File: src/rtl/hough_rho_calc_if.sv
// Pixel-in / CORDIC / rho-out signal bundle for the Hough rho calculator.
// slave is the calculator's view; master is the surrounding environment's view.
interface hough_rho_calc_if #(
  parameter int unsigned X_W   = 10,
  parameter int unsigned Y_W   = 10,
  parameter int unsigned RHO_W = 11
);
  logic             pix_vld;
  logic             pix_rdy;
  logic [X_W-1:0]   pix_x;
  logic [Y_W-1:0]   pix_y;
  logic [31:0]      phase_out;
  logic             phase_vld;
  logic [31:0]      sin_in;
  logic [31:0]      cos_in;
  logic             trig_vld;
  logic             rho_vld;
  logic [RHO_W-1:0] rho_idx;
  logic [7:0]       theta_idx;
  logic             sweep_done;
  logic             busy;
  logic             err;

  modport slave (
    input  pix_vld, pix_x, pix_y, sin_in, cos_in, trig_vld,
    output pix_rdy, phase_out, phase_vld, rho_vld, rho_idx, theta_idx, sweep_done, busy, err
  );

  modport master (
    output pix_vld, pix_x, pix_y, sin_in, cos_in, trig_vld,
    input  pix_rdy, phase_out, phase_vld, rho_vld, rho_idx, theta_idx, sweep_done, busy, err
  );
endinterface

File: src/rtl/hough_rho_calc.sv
// Hough voting front end: sweeps theta per edge pixel, drives the CORDIC with phase words,
// and turns the returned sin/cos pair into an offset, rounded, clamped rho index.
module hough_rho_calc #(
  parameter int unsigned X_W        = 10,
  parameter int unsigned Y_W        = 10,
  parameter int unsigned THETA_NUM  = 180,
  parameter int unsigned CORDIC_LAT = 18,
  parameter int unsigned RHO_MAX    = 800,
  parameter int unsigned RHO_W      = 11
) (
  input logic             clk,
  input logic             rst_n,
  hough_rho_calc_if.slave bus
);
  localparam int unsigned PX_W = 33 + X_W;
  localparam int unsigned PY_W = 33 + Y_W;
  localparam int unsigned S_W  = ((PX_W > PY_W) ? PX_W : PY_W) + 1;
  localparam logic [7:0]            ThetaLast = 8'(THETA_NUM - 1);
  localparam logic signed [S_W-1:0] RndHalf   = S_W'(32768);
  localparam logic signed [S_W-1:0] RhoOfs    = S_W'(RHO_MAX);
  localparam logic signed [S_W-1:0] RhoTop    = S_W'(2 * RHO_MAX);

  typedef enum logic [0:0] {StIdle, StSweep} state_e;

  state_e         state_q, state_d;
  logic [7:0]     theta_q, theta_d;
  logic [X_W-1:0] x_q, x_d;
  logic [Y_W-1:0] y_q, y_d;
  logic           pix_rdy_q, pix_rdy_d;
  logic [31:0]    phase_out_q, phase_out_d;
  logic           phase_vld;
  logic           accept;

  // Side channel aligned with the CORDIC result
  logic [CORDIC_LAT-1:0] dly_vld_q;
  logic [X_W-1:0]        dly_x_q     [CORDIC_LAT];
  logic [Y_W-1:0]        dly_y_q     [CORDIC_LAT];
  logic [7:0]            dly_theta_q [CORDIC_LAT];

  logic signed [PX_W-1:0] cos_ext, x_ext, px_c, px_q;
  logic signed [PY_W-1:0] sin_ext, y_ext, py_c, py_q;
  logic signed [S_W-1:0]  sum_c, sum_q, rnd_c, rho_c;
  logic [RHO_W-1:0]       rho_clamp_c;
  logic                   s1_vld_q, s2_vld_q;
  logic [7:0]             s1_theta_q, s2_theta_q;
  logic                   rho_vld_q, sweep_done_q, err_q;
  logic [RHO_W-1:0]       rho_idx_q;
  logic [7:0]             theta_idx_q;

  assign accept    = bus.pix_vld & pix_rdy_q;
  assign phase_vld = (state_q == StSweep);

  // Sweep FSM next state; a pixel accepted at the last theta restarts with no bubble
  always_comb begin
    state_d = state_q;
    theta_d = theta_q;
    x_d     = x_q;
    y_d     = y_q;
    case (state_q)
      StIdle: begin
        if (accept) begin
          state_d = StSweep;
          theta_d = '0;
          x_d     = bus.pix_x;
          y_d     = bus.pix_y;
        end
      end
      StSweep: begin
        if (theta_q == ThetaLast) begin
          theta_d = '0;
          if (accept) begin
            x_d = bus.pix_x;
            y_d = bus.pix_y;
          end else begin
            state_d = StIdle;
          end
        end else begin
          theta_d = theta_q + 8'd1;
        end
      end
    endcase
    pix_rdy_d   = (state_d == StIdle) | (theta_d == ThetaLast);
    phase_out_d = '0;
    if (state_d == StSweep) begin
      if (theta_d < 8'd90) phase_out_d = {24'd0, theta_d};
      else                 phase_out_d = {14'd0, 2'b01, 8'd0, theta_d - 8'd90};
    end
  end

  // Sweep FSM state and registered CORDIC request
  always_ff @(posedge clk or negedge rst_n) begin
    if (!rst_n) begin
      state_q     <= StIdle;
      theta_q     <= '0;
      x_q         <= '0;
      y_q         <= '0;
      pix_rdy_q   <= 1'b0;
      phase_out_q <= '0;
    end else begin
      state_q     <= state_d;
      theta_q     <= theta_d;
      x_q         <= x_d;
      y_q         <= y_d;
      pix_rdy_q   <= pix_rdy_d;
      phase_out_q <= phase_out_d;
    end
  end

  // Delay {vld,x,y,theta} by the CORDIC latency
  always_ff @(posedge clk or negedge rst_n) begin
    if (!rst_n) begin
      dly_vld_q <= '0;
      for (int i = 0; i < CORDIC_LAT; i++) begin
        dly_x_q[i]     <= '0;
        dly_y_q[i]     <= '0;
        dly_theta_q[i] <= '0;
      end
    end else begin
      dly_vld_q[0]   <= phase_vld;
      dly_x_q[0]     <= x_q;
      dly_y_q[0]     <= y_q;
      dly_theta_q[0] <= theta_q;
      for (int i = 1; i < CORDIC_LAT; i++) begin
        dly_vld_q[i]   <= dly_vld_q[i-1];
        dly_x_q[i]     <= dly_x_q[i-1];
        dly_y_q[i]     <= dly_y_q[i-1];
        dly_theta_q[i] <= dly_theta_q[i-1];
      end
    end
  end

  // Products, sum, and round-half-up with offset and clamp
  always_comb begin
    cos_ext = {{(PX_W-32){bus.cos_in[31]}}, bus.cos_in};
    x_ext   = {{(PX_W-X_W){1'b0}}, dly_x_q[CORDIC_LAT-1]};
    sin_ext = {{(PY_W-32){bus.sin_in[31]}}, bus.sin_in};
    y_ext   = {{(PY_W-Y_W){1'b0}}, dly_y_q[CORDIC_LAT-1]};
    px_c    = cos_ext * x_ext;
    py_c    = sin_ext * y_ext;
    sum_c   = {{(S_W-PX_W){px_q[PX_W-1]}}, px_q} + {{(S_W-PY_W){py_q[PY_W-1]}}, py_q};
    rnd_c   = (sum_q + RndHalf) >>> 16;
    rho_c   = rnd_c + RhoOfs;
    rho_clamp_c = rho_c[RHO_W-1:0];
    if (rho_c[S_W-1])       rho_clamp_c = '0;
    else if (rho_c > RhoTop) rho_clamp_c = RhoTop[RHO_W-1:0];
  end

  // Three datapath stages plus sticky valid-alignment error
  always_ff @(posedge clk or negedge rst_n) begin
    if (!rst_n) begin
      s1_vld_q     <= 1'b0;
      s1_theta_q   <= '0;
      px_q         <= '0;
      py_q         <= '0;
      s2_vld_q     <= 1'b0;
      s2_theta_q   <= '0;
      sum_q        <= '0;
      rho_vld_q    <= 1'b0;
      sweep_done_q <= 1'b0;
      rho_idx_q    <= '0;
      theta_idx_q  <= '0;
      err_q        <= 1'b0;
    end else begin
      s1_vld_q     <= dly_vld_q[CORDIC_LAT-1];
      s1_theta_q   <= dly_theta_q[CORDIC_LAT-1];
      px_q         <= px_c;
      py_q         <= py_c;
      s2_vld_q     <= s1_vld_q;
      s2_theta_q   <= s1_theta_q;
      sum_q        <= sum_c;
      rho_vld_q    <= s2_vld_q;
      sweep_done_q <= s2_vld_q & (s2_theta_q == ThetaLast);
      if (s2_vld_q) begin
        rho_idx_q   <= rho_clamp_c;
        theta_idx_q <= s2_theta_q;
      end
      // Datapath keeps following the delayed valid; mismatch only flags
      err_q <= err_q | (bus.trig_vld ^ dly_vld_q[CORDIC_LAT-1]);
    end
  end

  assign bus.pix_rdy    = pix_rdy_q;
  assign bus.phase_out  = phase_out_q;
  assign bus.phase_vld  = phase_vld;
  assign bus.rho_vld    = rho_vld_q;
  assign bus.rho_idx    = rho_idx_q;
  assign bus.theta_idx  = theta_idx_q;
  assign bus.sweep_done = sweep_done_q;
  assign bus.err        = err_q;
  assign bus.busy       = (state_q != StIdle) | (|dly_vld_q) | s1_vld_q | s2_vld_q | rho_vld_q;
endmodule

File: src/flat_wrapper.sv
// flat-port wrapper written by rule: the top's interface ports become plain ports
module hough_rho_calc_flat 
#(
  parameter int unsigned X_W        = 10,
  parameter int unsigned Y_W        = 10,
  parameter int unsigned THETA_NUM  = 180,
  parameter int unsigned CORDIC_LAT = 18,
  parameter int unsigned RHO_MAX    = 800,
  parameter int unsigned RHO_W      = 11
)
  (clk, rst_n, bus_pix_vld, bus_pix_x, bus_pix_y, bus_sin_in, bus_cos_in, bus_trig_vld, bus_pix_rdy, bus_phase_out, bus_phase_vld, bus_rho_vld, bus_rho_idx, bus_theta_idx, bus_sweep_done, bus_busy, bus_err);
  hough_rho_calc_if #(.X_W(X_W), .Y_W(Y_W), .RHO_W(RHO_W)) bus_i ();
  input logic clk;
  input logic rst_n;
  input wire logic [$bits(bus_i.pix_vld)-1:0] bus_pix_vld;
  input wire logic [$bits(bus_i.pix_x)-1:0] bus_pix_x;
  input wire logic [$bits(bus_i.pix_y)-1:0] bus_pix_y;
  input wire logic [$bits(bus_i.sin_in)-1:0] bus_sin_in;
  input wire logic [$bits(bus_i.cos_in)-1:0] bus_cos_in;
  input wire logic [$bits(bus_i.trig_vld)-1:0] bus_trig_vld;
  output wire logic [$bits(bus_i.pix_rdy)-1:0] bus_pix_rdy;
  output wire logic [$bits(bus_i.phase_out)-1:0] bus_phase_out;
  output wire logic [$bits(bus_i.phase_vld)-1:0] bus_phase_vld;
  output wire logic [$bits(bus_i.rho_vld)-1:0] bus_rho_vld;
  output wire logic [$bits(bus_i.rho_idx)-1:0] bus_rho_idx;
  output wire logic [$bits(bus_i.theta_idx)-1:0] bus_theta_idx;
  output wire logic [$bits(bus_i.sweep_done)-1:0] bus_sweep_done;
  output wire logic [$bits(bus_i.busy)-1:0] bus_busy;
  output wire logic [$bits(bus_i.err)-1:0] bus_err;
  assign bus_i.pix_vld = bus_pix_vld;
  assign bus_i.pix_x = bus_pix_x;
  assign bus_i.pix_y = bus_pix_y;
  assign bus_i.sin_in = bus_sin_in;
  assign bus_i.cos_in = bus_cos_in;
  assign bus_i.trig_vld = bus_trig_vld;
  assign bus_pix_rdy = bus_i.pix_rdy;
  assign bus_phase_out = bus_i.phase_out;
  assign bus_phase_vld = bus_i.phase_vld;
  assign bus_rho_vld = bus_i.rho_vld;
  assign bus_rho_idx = bus_i.rho_idx;
  assign bus_theta_idx = bus_i.theta_idx;
  assign bus_sweep_done = bus_i.sweep_done;
  assign bus_busy = bus_i.busy;
  assign bus_err = bus_i.err;
  hough_rho_calc #(.X_W(X_W), .Y_W(Y_W), .THETA_NUM(THETA_NUM), .CORDIC_LAT(CORDIC_LAT), .RHO_MAX(RHO_MAX), .RHO_W(RHO_W)) u_core (.clk(clk), .rst_n(rst_n), .bus(bus_i));
endmodule
File: config.mk
export PLATFORM = sky130hd
export DESIGN_NAME = hough_rho_calc_flat
export DESIGN_NICKNAME = d
export VERILOG_FILES = /design/src/rtl/hough_rho_calc_if.sv /design/src/rtl/hough_rho_calc.sv /design/src/flat_wrapper.sv
export SDC_FILE = /design/constraint.sdc
export NUM_CORES = 2
export LEC_CHECK = 0
export BUFFER_PORTS_ARGS = -buffer_cell sky130_fd_sc_hd__clkbuf_2
export CORE_UTILIZATION = 60
export DETAILED_ROUTE_END_ITERATION = 16
export GPL_TIMING_DRIVEN = 0
export PLACE_DENSITY = 0.77
export SYNTH_ARGS = -nofsm -noshare
export SYNTH_HDL_FRONTEND = slang
export SYNTH_SLANG_ARGS = --single-unit
File: constraint.sdc
create_clock -name clk -period 8.1 [get_ports clk]
set_input_delay 0.405 -clock clk [delete_from_list [all_inputs] [get_ports clk]]
set_output_delay 0.405 -clock clk [all_outputs]
set_load 0.03 [all_outputs]
==> Word level (Yosys, flattened, before mapping) <==
Cells that the tools add are included.
{ "word_totals": {"ff_bits": 754, "in_bits": 88} }
{ "classes": {"add_sub_neg": 5, "n_mul": 2, "order_cmp": 2, "n_eq_ne": 4, "n_mux": 16, "n_bitwise": 11, "reduce_logical": 1} }
{ "op_table": {"columns": ["op", "count"], "rows": [
  ["32-bit by 11-bit multiplier with 43-bit output", 2],
  ["43-bit by 43-bit adder with 44-bit output", 1],
  ["44-bit by 17-bit adder with 44-bit output (second input constant)", 1],
  ["44-bit by 12-bit greater-than comparator with 1-bit output (second input constant)", 1],
  ["10-bit two-way mux", 4],
  ["10-bit one-hot mux with 2 select lines", 2],
  ["32-bit two-way mux", 1],
  ["28-bit by 11-bit adder with 29-bit output (second input constant)", 1],
  ["8-bit == test (second input constant)", 3],
  ["11-bit two-way mux", 2],
  ["18-bit OR reduction", 1],
  ["17-bit two-way mux", 1],
  ["8-bit two-way mux", 2],
  ["8-bit one-hot mux with 2 select lines", 1],
  ["8-bit by 1-bit adder with 8-bit output (second input constant)", 1],
  ["8-bit by 7-bit less-than comparator with 1-bit output (second input constant)", 1],
  ["8-bit by 7-bit subtractor with 8-bit output (second input constant)", 1],
  ["1-bit OR", 6],
  ["1-bit AND", 2],
  ["1-bit two-way mux", 2],
  ["2-bit != test (second input constant)", 1],
  ["1-bit NOT", 2],
  ["1-bit one-hot mux with 2 select lines", 1],
  ["1-bit bitwise XOR", 1]
]} }

==> Logic depth before layout (Yosys ltp) <==
{ "logic_depth": {"word_depth": 6, "mapped_depth": 23, "ltp_nobuf": 22} }

==> Worst setup path after synthesis <==
OpenSTA, ideal clock, no wires.
{ "synth_timing": {"path_kind": "register to register", "startpoint": "register u_core.dly_y_q[4] in the netlist's numbering", "endpoint": "register u_core.py_q[42]", "arrival_ns": 5.953, "path_slack_ns": 2.053, "stages_incl_launch_ff": 22, "n_path_buf": 1, "path_cell_list": "dfrtp_1 clkbuf_1 nand2_1 fa_1 fa_1 fa_1 inv_1 fa_1 inv_1 fa_1 inv_1 ha_1 or4_1 o211ai_1 o21ba_2 a221o_1 a21oi_1 o31ai_1 o21ai_1 o221ai_1 o311a_1 a211oi_1"} }
{ "synth_via": {"elab_chain_len": 1} }
{ "synth_rtl": {"columns": ["element", "line", "text"], "rows": [
  ["from (decl)", "hough_rho_calc.sv:37", "logic [Y_W-1:0] dly_y_q [CORDIC_LAT];"],
  ["from (signal, indexed assignment)", "hough_rho_calc.sv:126", "dly_y_q[i] <= dly_y_q[i-1];"],
  ["32-bit by 11-bit multiplier with 43-bit output", "hough_rho_calc.sv:139", "py_c = sin_ext * y_ext;"],
  ["named net u_core.py_c[42]", "hough_rho_calc.sv:41", "logic signed [PY_W-1:0] sin_ext, y_ext, py_c, py_q;"],
  ["to (signal assigned)", "hough_rho_calc.sv:167", "py_q <= py_c;"],
  ["to (decl)", "hough_rho_calc.sv:41", null]
]} }
The timed path passes the listed nets, and every way through them passes these cells.
A chain may end at the register's enable or synchronous reset.

==> Worst setup path after layout <==
{ "layout_timing": {"startpoint": "register u_core.dly_y_q[6] in the netlist's numbering", "endpoint": "register u_core.py_q[42]"} }
Same word-level chain as after synthesis.

==> run metrics <==
status=finished, final reports clean; Worst-Skew Late Latency=~610 ps; Setup crit start kind=register; RSZ-0062 raised after global routing=no; Max IR drop VDD=0.000185 V; r2r startpoint=u_core.dly_y_q[6]$_DFF_PN0_; Seq/Total Area, Yosys=between 40% and 50%; Post-Syn Area=between 40000 and 50000 um2; Core Rows=around 100; Yosys Warn Count=0; post-layout net count=around 5000; Fmax=around 0.13 GHz; commonest non-fill, non-tap cell in the layout=dfrtp_1; wire length per cell=17.4 um; post-route ant nets=0; max-capacitance violation count=0; total CTS buffers=between 70 and 80; Final GP Congestion=0.924; LEAKAGE=about 25 nW; largest net degree at the start of global routing=113; Period Utilization, post-route=around 93%; DP HPWL=approximately 66 mm; number of I/O pins=between 100 and 150; core footprint=around 73000 um2; fin. max-slew vios=0; Hold Path Class=in -> reg; Die Footprint=approximately 75000 um2; area share of the largest cell type after synthesis=40.6%; first-pass GRT wire length=~150 mm; root buf cell=clkbuf_16; Power Dens Cells=between 100 and 150 nW/um2; slew margin rel.=approximately a quarter; fin crit period=roughly 7600 ps; clock slew at reported path FFs=60 ps; Crit. End Element=register; final count of hold timing violations=0; async set or reset register ratio after synthesis=100%; DR DRC count=0; grt total ovfl=0; Starting Density=between 60% and 70%; syn avg cell area=11.4 um2; critical path peak fanout=10; post-layout util=about 67%; vias in the first global route=29500; Worst Path Required=around 8600 ps; Die W=about 270 um; All-Layer GR Usage=around a quarter; post-route setup slack=543 ps; Yosys top cell by area=dfrtp_1; ys flop type=dfrtp_1; Post-Synthesis Cells=3877; FF+latch count, synth=around 700; initial drt markers=~1700; most frequent cells in the layout=dfrtp_1, inv_1, fa_1, nand2_1, and2_1; port bufs=60; drt total wl=88.5 mm; Hold Worst Slack=approximately 32 ps; clock buffer depth=3; via count=about 27000; leading post-synthesis cells by cell area=dfrtp_1, fa_1, ha_1, inv_1, and2_1; synth-to-layout area growth=10.2%; initial antenna violation count=1; Yosys cell types=between 90 and 100; Max stage delay cell, worst path=clkbuf_1; Filler Cell Count=around 5500; slew at the pin with the worst max-slew slack=between 1000 and 1500 ps; skew final=roughly 19 ps; # Post-CTS Setup Buffers=0; dpl ws=roughly 640 ps; CTS tree=built; CP dominant cell by count=fa_1; Post-synth EDFFs=0; Initial DRT Pass Iterations=7; crit path cell chain=clkbuf_1, nand2_1, fa_1, fa_1, fa_1, inv_1, fa_1, inv_1, fa_1, inv_1, ha_1, or4_1, o211ai_1, o21ba_2, a221o_1, a21oi_1, o31ai_1, o21ai_1, o221ai_1, o311a_1, a211oi_1; H-Tree Depth=3; footprint of the multi-input gates=23100 um2; vias per cell=between 5 and 6; fraction of layout instances using a drive strength above 1=a little over 7%; CP startpoint=u_core.dly_y_q[6]$_DFF_PN0_; # diodes=0; final-report setup violation count=0; startpoint of the worst hold path=bus_pix_y[0]; chip height=273 um; WS Path Type=reg -> reg; register area=17900 um2; total power=0.00727 W; Sink Count=approximately 720; WP data arrival=between 8000 and 9000 ps; crit-path max cell delay=620 ps
worst max-delay path, delay by kind of cell, from the launching register on:
kind	cells	cell delay (ps)
DFF	1	590
buffers and inverters	4	780
AOI/OAI and AO/OA	9	2510
and+or+nand+nor	2	720
adders and majority gates	6	2790
path summary, 6_finish.rpt:
kind / slack, ps / to / depth (start not counted)
setup / recovery: 540 / u_core.py_q[42]$_DFF_PN0_ / 21
hold / removal: 30 / u_core.y_q[0]$_DFFE_PN0P_ / 2
setup reg to reg: 540 / u_core.py_q[42]$_DFF_PN0_ / 21
hold reg to reg: 340 / u_core.dly_y_q[13]$_DFF_PN0_ / 0
max in group asynchronous: 6130 / u_core.dly_theta_q[64]$_DFF_PN0_ / 5
min in group asynchronous: 340 / u_core.py_q[7]$_DFF_PN0_ / 2
cell families (layout without fill, tap and decap cells):
kind of cell / after synthesis / in the layout / synth area share (%)
AO/OA/AOI/OAI: 359 / 359 / 5.44
multiplexers: 30 / 30 / 0.763
flip-flops: 716 / 716 / 40.6
AND/OR/NAND/NOR: 1038 / 1038 / 11.8
buffers and inverters: 824 / 1040 / 7.31
adder cells (fa/ha/maj): 778 / 778 / 31.4
XOR/XNOR: 131 / 131 / 2.65
other: 1 / 23 / 0.00850
synthesized netlist by cell type (9+ instances only):
library cell	number
a211oi_1	14
a21o_1	35
a21oi_1	106
a31oi_1	16
and2_1	291
and3_1	17
buf_1	23
buf_4	28
clkbuf_1	107
dfrtp_1	716
fa_1	546
ha_1	232
inv_1	661
mux2_2	29
nand2_1	440
nand2b_1	21
nand3_1	32
nand4_1	18
nor2_1	99
nor2b_1	19
nor3_1	35
nor4_1	11
o211ai_1	9
o21a_1	22
o21ai_0	67
o31ai_1	13
xnor2_1	92
xor2_1	36
layout make-up:
| cell class | count | share of cell area [%] |
|---|---|---|
| clock inverter | 26 | 0.782 |
| sequential | 716 | 36.9 |
| buffer | 163 | 1.53 |
| clock buffer | 109 | 4.51 |
| tap | 959 | 2.47 |
| timing repair buffer | 81 | 1.32 |
| multi-input combinational | 2359 | 47.4 |
| inverter | 661 | 5.10 |
report_power, final:
part | switching [W] | total [W] | internal, W
Sequential | 0.00000000000000000000576 | 0.00358 | 0.00358
Clock | 0.00142 | 0.00351 | 0.00210
Combinational | 0.000144 | 0.000177 | 0.0000329
Total | 0.00156 | 0.00727 | 0.00571
flip-flops by register name (all words and copies together), names as in the netlist, 10 cells and up:
register,count
u_core.x_q,10
u_core.y_q,10
u_core.px_q,43
u_core.py_q,43
u_core.dly_vld_q,18
u_core.dly_y_q,180
u_core.dly_x_q,180
u_core.sum_q,29
u_core.dly_theta_q,144
u_core.bus.rho_idx,11
stage by stage:
stage | TNS, ps | cells | area (um2)
6_report | 0 | 5074 | 48600
2_1_floorplan | 0 | 3899 | 44200
5_1_grt | 0 | 5074 | 48600
3_5_place_dp | 0 | 4925 | 45900
3_3_place_gp | -6705130 | 4918 | 45700
4_1_cts | 0 | 5074 | 48600
metal layers:
metal,part of all wire [%],GRT usage [%]
met5,0,0
met4,2.9,8.53
met3,5.7,4.03
met2,51,43.6
met1,40,33.3
repair_timing:
action,4_1_cts,5_1_grt
gates resized for setup,0,0
endpoints found under the hold margin,55,0
hold buffers,14,0
(Power assumes the default switching activity.)
